File: src/rtl/iter_divider_if.sv
// Request/result bundle between the multdiv control and the iterative divider.
// The master drives the operands and start; the slave returns the results and status.
interface iter_divider_if #(
    parameter int WIDTH = 32
);
    logic             start;
    logic [WIDTH-1:0] dividend;
    logic [WIDTH-1:0] divisor;
    logic [WIDTH-1:0] quotient;
    logic [WIDTH-1:0] remainder;
    logic             result_ready;
    logic             exception;
    logic             busy;

    modport master (
        output start, dividend, divisor,
        input  quotient, remainder, result_ready, exception, busy
    );

    modport slave (
        input  start, dividend, divisor,
        output quotient, remainder, result_ready, exception, busy
    );
endinterface

File: src/rtl/iter_divider.sv
// Purpose: signed divider; runs one non-restoring step per clock on operand magnitudes, then fixes the signs.
// Latency: result_ready is high 34 cycles after the start cycle, or 1 cycle after it for a zero divisor.
// Backpressure: none; start is sampled only when idle, and requests made while busy are dropped.
module iter_divider #(
    parameter int WIDTH = 32,
    parameter int CNT_W = 6
) (
    input  logic          clock,
    input  logic          reset,
    iter_divider_if.slave dif
);
    localparam logic [1:0] ST_IDLE = 2'd0;
    localparam logic [1:0] ST_RUN  = 2'd1;
    localparam logic [1:0] ST_FIX  = 2'd2;
    localparam logic [1:0] ST_DONE = 2'd3;
    localparam logic [CNT_W-1:0] LAST_ITER = CNT_W'(WIDTH - 1);

    logic [1:0]       state;
    logic [CNT_W-1:0] cnt;
    logic [WIDTH:0]   prem;
    logic [WIDTH-1:0] qmag;
    logic [WIDTH-1:0] dmag;
    logic             sign_q;
    logic             sign_r;
    logic [WIDTH-1:0] quotient_q;
    logic [WIDTH-1:0] remainder_q;
    logic             exception_q;

    logic [WIDTH-1:0] abs_dividend;
    logic [WIDTH-1:0] abs_divisor;
    logic [WIDTH:0]   shifted;
    logic [WIDTH:0]   step_res;
    logic [WIDTH-1:0] fix_rem;

    // The magnitude of the most negative value wraps to itself and is read as unsigned.
    assign abs_dividend = dif.dividend[WIDTH-1] ? -dif.dividend : dif.dividend;
    assign abs_divisor  = dif.divisor[WIDTH-1]  ? -dif.divisor  : dif.divisor;

    // The partial remainder stays within [-dmag, dmag), so its top two bits always agree
    // and dropping bit WIDTH when shifting loses nothing.
    assign shifted  = {prem[WIDTH-1:0], qmag[WIDTH-1]};
    assign step_res = prem[WIDTH] ? shifted + {1'b0, dmag} : shifted - {1'b0, dmag};
    assign fix_rem  = prem[WIDTH] ? prem[WIDTH-1:0] + dmag : prem[WIDTH-1:0];

    always_ff @(posedge clock) begin
        if (reset) begin
            state       <= ST_IDLE;
            cnt         <= '0;
            prem        <= '0;
            qmag        <= '0;
            dmag        <= '0;
            sign_q      <= 1'b0;
            sign_r      <= 1'b0;
            quotient_q  <= '0;
            remainder_q <= '0;
            exception_q <= 1'b0;
        end else begin
            case (state)
                ST_IDLE: begin
                    if (dif.start) begin
                        qmag   <= abs_dividend;
                        dmag   <= abs_divisor;
                        sign_q <= dif.dividend[WIDTH-1] ^ dif.divisor[WIDTH-1];
                        sign_r <= dif.dividend[WIDTH-1];
                        prem   <= '0;
                        cnt    <= '0;
                        if (dif.divisor == '0) begin
                            quotient_q  <= '0;
                            remainder_q <= '0;
                            exception_q <= 1'b1;
                            state       <= ST_DONE;
                        end else begin
                            state <= ST_RUN;
                        end
                    end
                end
                ST_RUN: begin
                    prem <= step_res;
                    qmag <= {qmag[WIDTH-2:0], ~step_res[WIDTH]};
                    cnt  <= cnt + 1'b1;
                    if (cnt == LAST_ITER) begin
                        state <= ST_FIX;
                    end
                end
                ST_FIX: begin
                    quotient_q  <= sign_q ? -qmag : qmag;
                    remainder_q <= sign_r ? -fix_rem : fix_rem;
                    exception_q <= 1'b0;
                    state       <= ST_DONE;
                end
                default: begin
                    state <= ST_IDLE;
                end
            endcase
        end
    end

    assign dif.quotient     = quotient_q;
    assign dif.remainder    = remainder_q;
    assign dif.exception    = exception_q;
    assign dif.result_ready = (state == ST_DONE);
    assign dif.busy         = (state != ST_IDLE);
endmodule

File: src/flat_wrapper.sv
// flat-port wrapper written by rule: the top's interface ports become plain ports
module iter_divider_flat 
#(
    parameter int WIDTH = 32,
    parameter int CNT_W = 6
)
  (clock, reset, dif_start, dif_dividend, dif_divisor, dif_quotient, dif_remainder, dif_result_ready, dif_exception, dif_busy);
  iter_divider_if #(.WIDTH(WIDTH)) dif_i ();
  input  logic clock;
  input  logic reset;
  input wire logic [$bits(dif_i.start)-1:0] dif_start;
  input wire logic [$bits(dif_i.dividend)-1:0] dif_dividend;
  input wire logic [$bits(dif_i.divisor)-1:0] dif_divisor;
  output wire logic [$bits(dif_i.quotient)-1:0] dif_quotient;
  output wire logic [$bits(dif_i.remainder)-1:0] dif_remainder;
  output wire logic [$bits(dif_i.result_ready)-1:0] dif_result_ready;
  output wire logic [$bits(dif_i.exception)-1:0] dif_exception;
  output wire logic [$bits(dif_i.busy)-1:0] dif_busy;
  assign dif_i.start = dif_start;
  assign dif_i.dividend = dif_dividend;
  assign dif_i.divisor = dif_divisor;
  assign dif_quotient = dif_i.quotient;
  assign dif_remainder = dif_i.remainder;
  assign dif_result_ready = dif_i.result_ready;
  assign dif_exception = dif_i.exception;
  assign dif_busy = dif_i.busy;
  iter_divider #(.WIDTH(WIDTH), .CNT_W(CNT_W)) u_core (.clock(clock), .reset(reset), .dif(dif_i));
endmodule
File: config.mk
export PLATFORM = sky130hd
export DESIGN_NAME = iter_divider_flat
export DESIGN_NICKNAME = d
export VERILOG_FILES = /design/src/rtl/iter_divider_if.sv /design/src/rtl/iter_divider.sv /design/src/flat_wrapper.sv
export SDC_FILE = /design/constraint.sdc
export NUM_CORES = 1
export LEC_CHECK = 0
export BUFFER_PORTS_ARGS = -buffer_cell sky130_fd_sc_hd__buf_4
export CAP_MARGIN = 0
export CORE_ASPECT_RATIO = 2
export CORE_UTILIZATION = 55
export CTS_CLUSTER_SIZE = 12
export DETAILED_ROUTE_END_ITERATION = 7
export HOLD_SLACK_MARGIN = 0.03
export PLACE_DENSITY = 0.89
export SYNTH_ARGS = -nofsm -noshare
export SYNTH_HDL_FRONTEND = slang
export SYNTH_SLANG_ARGS = --single-unit
File: constraint.sdc
create_clock -name clock -period 5.5 [get_ports clock]
set_clock_uncertainty 0.1 [all_clocks]
set_input_delay 0.825 -clock clock [delete_from_list [all_inputs] [get_ports clock]]
set_output_delay 0.825 -clock clock [all_outputs]
set_load 0.05 [all_outputs]
Word level (Yosys, flattened, before mapping)
Index checks and enable logic that the tools add are counted.
{"block": "totals", "register_bits": 172, "inputBits": 67, "wordCells": 59, "output_inout_bits": 67}
{"block": "op_classes", "bitwise_logic": 2, "eq_ne": 7, "n_addsub": 8, "n_reduce_logical": 9, "n_mux": 23}
{"op": "$mux 32", "n": 8}
{"op": "$pmux 32 s2", "n": 3}
{"op": "$neg 32->32", "n": 4}
{"op": "$mux 33", "n": 2}
{"op": "$pmux 33 s2", "n": 1}
{"op": "$add 33x32->33", "n": 1}
{"op": "$sub 33x32->33", "n": 1}
{"op": "$add 32x32->32", "n": 1}
{"op": "$logic_not 32->1", "n": 1}
{"op": "$pmux 6 s2", "n": 1}
{"op": "$add 6x1->6 const B", "n": 1}
{"op": "$eq 6x5->1 const B", "n": 1}
{"op": "$mux 2", "n": 3}
{"op": "$mux 6", "n": 1}
{"op": "$pmux 2 s3", "n": 1}
{"op": "$reduce_and 2->1", "n": 3}
{"op": "$reduce_bool 2->1", "n": 3}
{"op": "$eq 2x2->1 const B", "n": 2}
{"op": "$ne 2x1->1 const B", "n": 2}
{"op": "$reduce_and 3->1", "n": 1}
{"op": "$eq 2x1->1 const B", "n": 1}
{"op": "$logic_not 2->1", "n": 1}
{"op": "$mux 1", "n": 2}
{"op": "$ne 2x2->1 const B", "n": 1}
{"op": "other kinds (3)", "n": 3}

Depth between registers and ports, before layout
{"block": "depth", "word_depth": 5, "ltp_mapped": 21, "depth_no_buf": 19}

Worst setup path before layout
No wires, ideal clock.
{"block": "synth_timing", "kind": "reg-to-reg", "startpoint": "register u_core.prem[32]", "endpoint": "register u_core.qmag[0]", "arrival_time_ns": 5.357, "stages_incl_launch_ff": 22, "required_ns": 5.309, "path_buffers": 7, "setup_slack_ns": -0.048, "setup_time_ns": 0.091, "period_less_slack_ns": 5.548, "path_cell_list": "dfxtp_1 clkbuf_1 clkbuf_1 clkbuf_1 buf_1 clkbuf_1 clkbuf_1 buf_1 mux2_2 inv_1 fa_1 nor2b_1 o21a_1 o21ai_0 a21oi_1 o311ai_0 a2111oi_0 o211ai_1 and3b_1 nor3_1 o21ai_1 a311oi_1"}
{"block": "synth_via", "elab_chain_cells": 3}
{"item": "start: declaration", "line_no": "iter_divider.sv:20", "source": "logic [WIDTH:0] prem;"}
{"item": "start signal: assignment", "line_no": "iter_divider.sv:78", "source": "prem <= step_res;"}
{"item": "$mux 33", "line_no": "iter_divider.sv:42", "source": "assign step_res = prem[WIDTH] ? shifted + {1'b0, dmag} : shifted - {1'b0, dmag};"}
{"item": "$not 1->1", "line_no": "iter_divider.sv:79", "source": "qmag <= {qmag[WIDTH-2:0], ~step_res[WIDTH]};"}
{"item": "$pmux 32 s2", "line_no": "iter_divider.sv:58", "source": "case (state)"}
{"item": "end signal: assignment", "line_no": "iter_divider.sv:61", "source": "qmag <= abs_dividend;"}
{"item": "end signal: assignment", "line_no": "iter_divider.sv:79"}
{"item": "end: declaration", "line_no": "iter_divider.sv:21", "source": "logic [WIDTH-1:0] qmag;"}
No other way between the ends.
A chain may end at the register's enable or synchronous reset.

Final worst setup path
{"block": "layout_timing", "startpoint": "register u_core.dmag[12]", "endpoint": "register u_core.qmag[0]"}
{"block": "layout_via", "elab_chain_cells": 4, "elab_cells_between_ends": 5, "cone_classes": "add/sub: 2; mux: 2; bitwise: 1"}
{"item": "start: declaration", "line_no": "iter_divider.sv:22", "source": "logic [WIDTH-1:0] dmag;"}
{"item": "start signal: assignment", "line_no": "iter_divider.sv:62", "source": "dmag <= abs_divisor;"}
{"item": "$sub 33x32->33 / $add 33x32->33 (equally long branches)", "line_no": "iter_divider.sv:42"}
{"item": "$mux 33 (*)", "line_no": "iter_divider.sv:42"}
{"item": "$not 1->1 (*)", "line_no": "iter_divider.sv:79"}
{"item": "$pmux 32 s2 (*)", "line_no": "iter_divider.sv:58"}
Mark *: on every way between the ends. The rest lies on a longest branch, timed or not.

==> impl_metrics.env <==
export IMPL_cts_tree="done"
export IMPL_setup_viol=0
export IMPL_rsz0062_at_grt="false"
export IMPL_r2r_cells=17
export IMPL_dr_pass1_iters=8
export IMPL_syn2layout_area_growth_pct=13.87
export IMPL_switchingPower_mw=4.120
export IMPL_cts_clk_slew_worst_paths_ns=0.07
export IMPL_grt_pass1_vias=13760
export IMPL_ir_drop_v=0.0003066
export IMPL_whs_path_depth=2
export IMPL_layout_setup_ws_ns=0.5197
export IMPL_setup_tns_ns=0
export IMPL_wirelength_met1_mm=13.71
export IMPL_drv_cap=0
export IMPL_ys_seq_elements=172
export IMPL_status="finished, violations left"
export IMPL_worstPathMaxFanout=6
export IMPL_antenna_left=0
export IMPL_register_area_um2=3445
export IMPL_gp_congestion=1.018
export IMPL_fillers=2042
export IMPL_path_cells="buf_4 -> or4_1 -> or3_1 -> or4_1 -> nor4_1 -> nand2_1 -> nor4_1 -> nor2_1 -> xnor2_1 -> ha_1 -> a21o_1 -> or3_1 -> o211ai_1 -> and3b_1 -> nor3_1 -> o21ai_1 -> a311oi_1"
export IMPL_cts_hold_buf=0
export IMPL_crit_family="simple AND/OR/NAND/NOR gates"
export IMPL_routed_wirelength_mm=44.44
export IMPL_cts_sinks=172
export IMPL_slew_headroom=0.1127
export IMPL_max_stage_delay_ns=0.51
export IMPL_cts_buffers=17
export IMPL_synthCells=1761
export IMPL_violations="DRC"
export IMPL_clk_latency_ns=0.46
export IMPL_top_layer_used="met4"
export IMPL_synth_area_leaders="dfxtp_1 26%, ha_1 7.0%, xor2_1 6.9%"
export IMPL_avgViaCountPerCell=6.471
export IMPL_cp_depth=17
export IMPL_io_buffers=133
export IMPL_met2WireLength_mm=23.09
export IMPL_cts_repair_resized=0
export IMPL_initial_utilization=0.5577
export IMPL_required_ns=5.70
export IMPL_synth_nets=1904
export IMPL_clockPowerShare=0.151
export IMPL_yosys_area_top_type="dfxtp_1"
export IMPL_drive_above_1_share=0.1231
export IMPL_pre_cts_ws_ns=0.6224
export IMPL_ys_types=83
export IMPL_total_power_mw=8.205
export IMPL_grt_antenna_before_repair=0
export IMPL_die_w_um=111.7
export IMPL_antenna_cells=0
export IMPL_async_flop_share=0
export IMPL_cts_max_level=4
export IMPL_grt_max_degree=91
export IMPL_fin_crit_sh=0.9055
export IMPL_fmax_mhz=200.8
export IMPL_criticalPathCategory="flip-flop to flip-flop"
export IMPL_post_cts_buffers=0
export IMPL_clock_path_buffers=2
export IMPL_drtIter0Drc=969
export IMPL_layout_min_cycle_time_ns=4.980
export IMPL_drcViolationCount=5
export IMPL_layout_nets=1991
export IMPL_synth_warnings=0
export IMPL_cp_data_arrival_time_ns=5.18
export IMPL_place_hpwl_mm=33.11
export IMPL_core_um2=23720
export IMPL_p_sw_frac=0.5021
export IMPL_dr_wl_met3_mm=2.849
export IMPL_grt_pass1_wl_mm=69.90
export IMPL_end_kind="flip-flop"
export IMPL_worst_pin_slew_ns=1.320
export IMPL_critPathBufInv=1
export IMPL_synth_top_area_share=0.2603
export IMPL_seq_area_frac_synth=0.2603
export IMPL_drv_slew=0
export IMPL_dieArea_um2=24720
export IMPL_wl_per_cell_um=20.69
export IMPL_p_int_mw=4.085
export IMPL_dr_total_vias=13900
export IMPL_cpMaxStageDelayCell="or4_1"
export IMPL_ys_top_cells_by_count="227 x nand2_1, 172 x dfxtp_1, 163 x nor2_1"
export IMPL_rows=80
export IMPL_crit_path_start_kind="flip-flop"
export IMPL_multi_input_area_um2=9254
export IMPL_power_frac_seq=0.231
export IMPL_clockRootBuffer="clkbuf_16"
export IMPL_power_density_nw_per_um2=544.6
export IMPL_avgSynthCellArea_um2=7.513
export IMPL_grt_total_usage=0.3638
export IMPL_p_comb_frac=0.618
export IMPL_synth_edf_count=0
export IMPL_synth_area_um2=13230
export IMPL_grt_ovfl_total=0
export IMPL_ios=134
export IMPL_yosysMostFrequentCell="nand2_1"
export IMPL_hold_violations=0
export IMPL_min_path_type="flip-flop to flip-flop"
export IMPL_synth_ff_type="dfxtp_1"
export IMPL_die_y_um=221.3
export IMPL_leakagePower_nw=6.142
==> worst reg2reg max path, stage by stage (launching register included) <==
cell and delay (ns):
dfxtp_1 0.30, buf_4 0.15, or4_1 0.51, or3_1 0.37
or4_1 0.48, nor4_1 0.32, nand2_1 0.17, nor4_1 0.43
nor2_1 0.10, xnor2_1 0.16, ha_1 0.34, a21o_1 0.22
or3_1 0.36, o211ai_1 0.24, and3b_1 0.25, nor3_1 0.07
o21ai_1 0.15, a311oi_1 0.09
==> cell type report <==
cell class / count / area share
clock buffers: 18 / 0.02849
clock inverters: 14 / 0.01063
inverters: 50 / 0.01246
repair buffers: 164 / 0.08172
multi-input cells: 1443 / 0.6142
well taps: 287 / 0.02384
flip-flops and latches: 172 / 0.2286
==> state kept, by name, summed over array words and instances, names as in the netlist <==
name                  cells
u_core.dif.exception      1
u_core.dif.remainder     32
u_core.qmag              32
u_core.cnt                6
u_core.sign_r             1
u_core.state              2
u_core.dif.quotient      32
u_core.prem              33
u_core.sign_q             1
u_core.dmag              32
==> worst paths after layout <==
| path | start | end | slack (ns) |
|---|---|---|---|
| hold reg to reg | u_core.dif.remainder[31] | u_core.dif.remainder[31] | 0.35 |
| setup reg to reg | u_core.dmag[12] | u_core.qmag[0] | 0.52 |
| hold / removal | u_core.dif.remainder[31] | u_core.dif.remainder[31] | 0.35 |
| setup / recovery | u_core.dmag[12] | u_core.qmag[0] | 0.52 |
==> power by group through the flow <==
| stage | Sequential (mW) | Clock [mW] | Combinational [mW] |
|---|---|---|---|
| 3_5_place_dp | 1.88 | 0 | 4.94 |
| 5_1_grt | 1.90 | 1.30 | 5.56 |
| 2_1_floorplan | 1.71 | 0 | 3.80 |
| 4_1_cts | 1.85 | 1.25 | 4.97 |
| 6_report | 1.89 | 1.24 | 5.07 |
| 3_3_place_gp | 1.87 | 0 | 4.85 |
==> metal layers <==
metal,vias up,global-route usage
met5,-,0
met4,0,0.3553
met3,273,0.08491
met2,589,0.6620
met1,6483,0.3174
li1,6554,-
==> logic make-up after synthesis <==
group / synth area share
AO/OA/AOI/OAI: 0.2667
XOR/XNOR: 0.1202
adder cells (fa/ha/maj): 0.07301
buffers and inverters: 0.04199
flip-flops: 0.2603
multiplexers: 0.01163
AND/OR/NAND/NOR: 0.2262
==> metrics by stage <==
step	utilization	hold WS, ns	instances	cell area [µm²]
floorplan	-	0.3647	1761	13230
global placement	0.6102	0.3350	2116	14480
detailed placement	0.6102	0.3388	2116	14480
CTS	0.6351	0.3480	2148	15070
global route	0.6351	0.3669	2148	15070
finish	0.6351	0.3462	2148	15070
==> layout by cell type (no fill, tap or decap), types with 16 or more instances in the layout <==
cell,n
ha_1,74
or3_1,32
o31ai_1,35
inv_1,49
nand3_1,51
a21oi_1,148
a22oi_1,42
o21ai_1,16
xor2_1,104
nand2b_1,21
buf_4,164
or4_1,18
clkbuf_16,17
o21ai_0,98
nor2_1,163
xnor2_1,75
dfxtp_1,171
a21o_1,18
nor3_1,42
nand2_1,227
a211oi_1,37
Note: power is estimated with default switching activity, not from simulation.
